[src/rtl/hilo_div_unit.sv]
// HI/LO register pair with W-stage mthi/mtlo writes, bypassed mfhi/mflo reads
// and an iterative radix-2 restoring divider that stalls the pipeline.
module hilo_div_unit #(
   parameter int WIDTH = 32
) (
   input  logic             clk,
   input  logic             rst,
   input  logic             DataMoveW,
   input  logic             WriteHiLoW,
   input  logic             HiorLoW,
   input  logic [WIDTH-1:0] wdataW,
   input  logic             rd_hilo,
   output logic [WIDTH-1:0] rdata,
   input  logic             div_start,
   input  logic             div_signed,
   input  logic [WIDTH-1:0] div_a,
   input  logic [WIDTH-1:0] div_b,
   input  logic             div_cancel,
   output logic             div_stall,
   output logic             div_busy
);

   localparam int CW = (WIDTH > 1) ? $clog2(WIDTH) : 1;

   typedef enum logic [1:0] {
      IDLE,
      DIV,
      DONE
   } state_t;

   state_t           state;
   state_t           stateNext;
   logic [CW-1:0]    counter;
   logic             doneFlag;
   logic [WIDTH-1:0] hiReg;
   logic [WIDTH-1:0] loReg;
   logic [WIDTH-1:0] divisor;
   logic [WIDTH-1:0] rem;
   logic [WIDTH-1:0] quo;
   logic             signQ;
   logic             signR;

   logic             mtWrite;
   logic             startOk;
   logic             divWrite;
   logic             stepLast;
   logic [WIDTH-1:0] absA;
   logic [WIDTH-1:0] absB;
   logic [WIDTH:0]   remShift;
   logic [WIDTH:0]   remDiff;
   logic             remGe;
   logic [WIDTH-1:0] remNext;
   logic [WIDTH-1:0] quoFinal;
   logic [WIDTH-1:0] remFinal;

   assign mtWrite = DataMoveW & WriteHiLoW;

   assign rdata = (mtWrite && (HiorLoW == rd_hilo)) ? wdataW
                : (rd_hilo ? hiReg : loReg);

   assign absA = (div_signed && div_a[WIDTH-1]) ? -div_a : div_a;
   assign absB = (div_signed && div_b[WIDTH-1]) ? -div_b : div_b;

   // quo doubles as the dividend shifter: its MSB feeds the remainder
   assign remShift = {rem, quo[WIDTH-1]};
   assign remDiff  = remShift - {1'b0, divisor};
   assign remGe    = (remShift >= {1'b0, divisor});
   assign remNext  = remGe ? remDiff[WIDTH-1:0] : remShift[WIDTH-1:0];

   assign quoFinal = signQ ? -quo : quo;
   assign remFinal = signR ? -rem : rem;

   assign startOk  = div_start & ~doneFlag & ~div_cancel;
   assign stepLast = (counter == CW'(WIDTH - 1));

   assign div_busy  = (state != IDLE);
   assign div_stall = (state != IDLE) | (div_start & ~doneFlag);

   always_comb begin
      stateNext = state;
      divWrite  = 1'b0;
      unique case (state)
         IDLE: begin
            if (startOk) stateNext = DIV;
         end
         DIV: begin
            if (div_cancel)    stateNext = IDLE;
            else if (stepLast) stateNext = DONE;
         end
         DONE: begin
            stateNext = IDLE;
            if (!div_cancel) divWrite = 1'b1;
         end
         default: stateNext = IDLE;
      endcase
   end

   always_ff @(posedge clk or negedge rst) begin
      if (!rst) begin
         state    <= IDLE;
         counter  <= '0;
         doneFlag <= 1'b0;
         divisor  <= '0;
         rem      <= '0;
         quo      <= '0;
         signQ    <= 1'b0;
         signR    <= 1'b0;
      end else begin
         state    <= stateNext;
         doneFlag <= divWrite;
         if (state == IDLE && startOk) begin
            divisor <= absB;
            quo     <= absA;
            rem     <= '0;
            counter <= '0;
            signQ   <= div_signed & (div_a[WIDTH-1] ^ div_b[WIDTH-1]);
            signR   <= div_signed & div_a[WIDTH-1];
         end else if (state == DIV) begin
            rem     <= remNext;
            quo     <= {quo[WIDTH-2:0], remGe};
            counter <= counter + CW'(1);
         end
      end
   end

   // divider completion takes priority over a same-edge mthi/mtlo
   always_ff @(posedge clk or negedge rst) begin
      if (!rst) begin
         hiReg <= '0;
         loReg <= '0;
      end else if (divWrite) begin
         hiReg <= remFinal;
         loReg <= quoFinal;
      end else if (mtWrite) begin
         if (HiorLoW) hiReg <= wdataW;
         else         loReg <= wdataW;
      end
   end

endmodule

[config.mk]
export PLATFORM = sky130hd
export DESIGN_NAME = hilo_div_unit
export DESIGN_NICKNAME = d
export VERILOG_FILES = /design/src/rtl/hilo_div_unit.sv
export SDC_FILE = /design/constraint.sdc
export NUM_CORES = 1
export LEC_CHECK = 0
export ABC_AREA = 1
export CAP_MARGIN = 20
export CORE_MARGIN = 3
export CORE_UTILIZATION = 59
export DETAILED_ROUTE_END_ITERATION = 6
export PLACE_DENSITY = 0.82
export SYNTH_ARGS = -nofsm -noshare
export SYNTH_HDL_FRONTEND = slang
export SYNTH_SLANG_ARGS = --single-unit
[constraint.sdc]
create_clock -name clk -period 2.4 [get_ports clk]
set_input_delay 0.24 -clock clk [delete_from_list [all_inputs] [get_ports clk]]
set_output_delay 0.24 -clock clk [all_outputs]
set_load 0.02 [all_outputs]
==> out/results.tsv <==
stage	metric	value	unit
timing	Final Worst Setup Slack	0.0502	ns
logic_synthesis	Yosys top cell by area	dfrtp_1	
clock_tree	CTS Root Cell	clkbuf_16	
route	total wire length	48.2	mm
global_route	antenna violations before repair	1	
timing	crit path time final	2.35	ns
logic_synthesis	proportion of netlist area held by the largest area contributor	29.9	%
floorplanning	core area	23600	µm²
clock_tree	clock tree buffer depth	2	
place	worst slack at placement	-0.0104	ns
logic_synthesis	Synth cell types	52	
route	routed length per instance	17.4	µm
route	DRC Markers	0	
logic_synthesis	number of enable flip-flop cells after synthesis	0	
worst_setup_path	CP arrival	2.68	ns
logic_synthesis	syn avg cell area	6.27	µm²
route	Via density	5.83	
logic_synthesis	Post-synth ARST share	100	%
route	via count	16100	
run_status	run status	completed	
timing	Slew headroom	47.5	%
final_layout	ant diodes	0	
logic_synthesis	cells after synthesis	2268	
worst_setup_path	Startpoint Class	flop	
timing	RSZ-0062 raised after global routing	true	
global_route	grt ovf	0	
floorplanning	Cell Rows	56	
final_layout	layout cells sized above 1	8.03	%
clock_tree	Inserted Clock Buffers	17	
worst_setup_path	r2r worst-path depth	11	
worst_hold_path	worst hold path type	in -> async	
job	MaxCap Viol Count	0	
floorplanning	Starting Density	60.3	%
floorplanning	die width	161	µm
clock_tree	Clock Pin Slew Worst Setup and Hold Paths	0.08	ns
global_route	gr usage total	36.4	%
pwr	cell leakage power	8.90	nW
logic_synthesis	Synth Net Count	2412	
place	GP Congestion	1.01	
floorplanning	Top Ports	139	
clock_tree	Clock Latency Late Sink	0.45	ns
final_layout	Area growth, synth to finish	20.9	%
pwr	Peak VDD IR	0.000602	V
global_route	vias in the first global route	14500	
timing	Hold Vio Cnt, Final	0	
clock_tree	clk sink count	170	
timing	actual slew at the worst max-slew pin	0.787	ns
timing	Tcrit/Tclk final	97.9	%
timing	fmax	426	MHz
logic_synthesis	YS warnings	0	
worst_setup_path	WP data required	2.73	ns
route	1st-iter DRT viols	2247	
floorplanning	die height	161	µm
route	drt first pass iters	7	
clock_tree	CTS H-tree depth	4	
worst_setup_path	CP Max Fanout	12	
timing	setup TNS	0	ns
timing	Worst Skew	0.0145	ns
timing	Final Setup Violations	0	
place	hpwl dp	36.9	mm
final_layout	Filler Cells Inserted	2021	
worst_setup_path	nature of the critical path endpoint	flop	
global_route	first-pass GRT wire length	75.9	mm
global_route	largest net degree at the start of global routing	55	
worst_setup_path	R2R setup slack	0.05	ns
floorplanning	die area	26000	µm²
route	antenna-violating nets left	0	
route	Top Metal Used	met5	
logic_synthesis	Area contributors post-synth	dfrtp_1 30%, nand2_1 18%, nand3_1 8.5%, inv_1 8.2%, nor2_1 5.4%	
route	met2 WL	21.9	mm
place	Buffers on Ports	138	
route	met1 wire length	20.2	mm
timing	worst hold slack	0.328	ns
logic_synthesis	Seq/Total Area, Yosys	29.9	%
final_layout	final cell count without fillers	2761	
logic_synthesis	ys flop type	dfrtp_1	
timing	final max-slew violation count	0	
pwr	power density cells	1030	nW/µm²
logic_synthesis	cell area after synthesis	14200	µm²
route	met3 routed WL	4.55	mm
final_layout	Nets	2573	
worst_setup_path	crit path kind	reg -> reg	
place	Placed Cells	2725	
clock_tree	TritonCTS clock tree	yes	
logic_synthesis	synthesis-stage register bit count	170	
-- cells in the mapped netlist, types with 7 or more instances --
cell	n
nor3_1	29
o22ai_1	18
inv_2	8
nand4_1	21
nand2_1	673
ha_1	38
nor2_1	205
o21ai_1	24
dfrtp_1	170
clkbuf_1	51
o21ai_0	135
xor2_1	37
nand3b_1	10
mux2i_1	17
o221ai_1	15
a21oi_1	100
o21bai_1	17
inv_1	312
o211ai_1	34
nor2_2	8
xnor2_1	17
buf_2	17
nand2_2	7
nand3_1	241
-- worst max-delay path, cell delays in order, from the launching register on --
cell	delay (ns)
dfrtp_1	0.42
ha_1	0.34
a21oi_1	0.24
nor2_1	0.07
nor3_1	0.31
nand3_2	0.14
nor2_4	0.19
nand2_4	0.14
nand2_1	0.19
nand2_1	0.08
nand2_1	0.07
nand2_1	0.05
-- metal layers --
| metal | up-vias | track usage, % |
|---|---|---|
| met5 | - | 0 |
| met4 | 2 | 10.9 |
| met3 | 138 | 4.80 |
| met2 | 909 | 57.9 |
| met1 | 7397 | 52.1 |
| li1 | 7659 | - |
-- final cells by class --
class	instances	area [µm²]	share of cell area, %
Multi-Input combinational cell	1692	8510	49.5
Sequential cell	170	4250	24.7
Timing Repair Buffer	225	2230	12.9
Inverter	323	1210	7.05
Clock buffer	17	425	2.47
Tap cell	319	399	2.32
Clock inverter	15	175	1.02
-- where the power goes --
| part | switching [mW] | internal [mW] | leakage [nW] | total [mW] |
|---|---|---|---|---|
| combinational | 6.62 | 3.90 | 6.51 | 10.5 |
| clock | 1.41 | 1.41 | 0.287 | 2.82 |
| sequential | 0.715 | 3.60 | 2.10 | 4.31 |
-- cells by family (layout without fill, tap and decap cells) --
family          after synthesis  count (layout)  synth area share (%)
xor+xnor                     54              54                  3.32
compound gates              356             356                  14.3
fa+ha+maj                    39              39                  3.48
simple gates               1226            1226                  36.6
flops                       170             170                  29.9
buf+inv                     406             580                  11.2
mux                          17              17                  1.20
-- metrics by stage --
stage          util, %  instance area [µm²]  total power, mW
2_1_floorplan        -                14200             10.8
3_3_place_gp      69.3                16400             14.0
3_5_place_dp      69.3                16400             14.3
4_1_cts           71.8                17000             17.1
5_1_grt           72.8                17200             19.0
6_report          72.8                17200             17.6
-- repair_timing --
action | 4_1_cts | 5_1_grt
pin swaps | 0 | 2
gates cloned | 0 | 0
endpoints found under the hold margin | 51 | 0
setup buffers | 0 | 3
hold buffers | 1 | 0
endpoints found under the setup margin | 1 | 65
resized for setup | 1 | 65
-- path summary, 6_finish.rpt --
kind | from | to
min in group clk | div_b[23] | divisor[23]
worst min-delay path | rst | rem[4]
worst min register to register | divisor[21] | divisor[21]
worst max register to register | rem[29] | rem[31]
worst max-delay path | rem[29] | rem[31]
max in group asynchronous | rst | hiReg[21]
-- layout by cell type (no fill, tap or decap), types with 5 or more instances in the layout --
master and n:
inv_1 309, o21ai_0 134, nand2_1 667, inv_2 11, dfrtp_1 170, nor3_1 27, ha_2 6, o221ai_1 15
buf_12 9, nand3_1 241, o21bai_1 17, mux2i_1 17, nand3b_1 10, a21oi_1 100, o21ai_1 24, and2_1 5
xnor2_1 16, o211ai_1 34, or2_2 6, xor2_1 37, buf_4 76, nand4_1 21, clkbuf_16 17, o22ai_1 18
clkdlybuf4s50_1 104, dlymetal6s2s_1 31, nor2_2 13, nand2_2 13, ha_1 28, inv_8 5, nor2_1 200
-- flip-flops by register name, indices dropped and copies added (netlist names) --
register and count:
signR 1, divisor 32, hiReg 32, counter 5, quo 32, signQ 1, rem 32, loReg 32
state 2, doneFlag 1
Note: power is estimated with default switching activity, not from simulation.
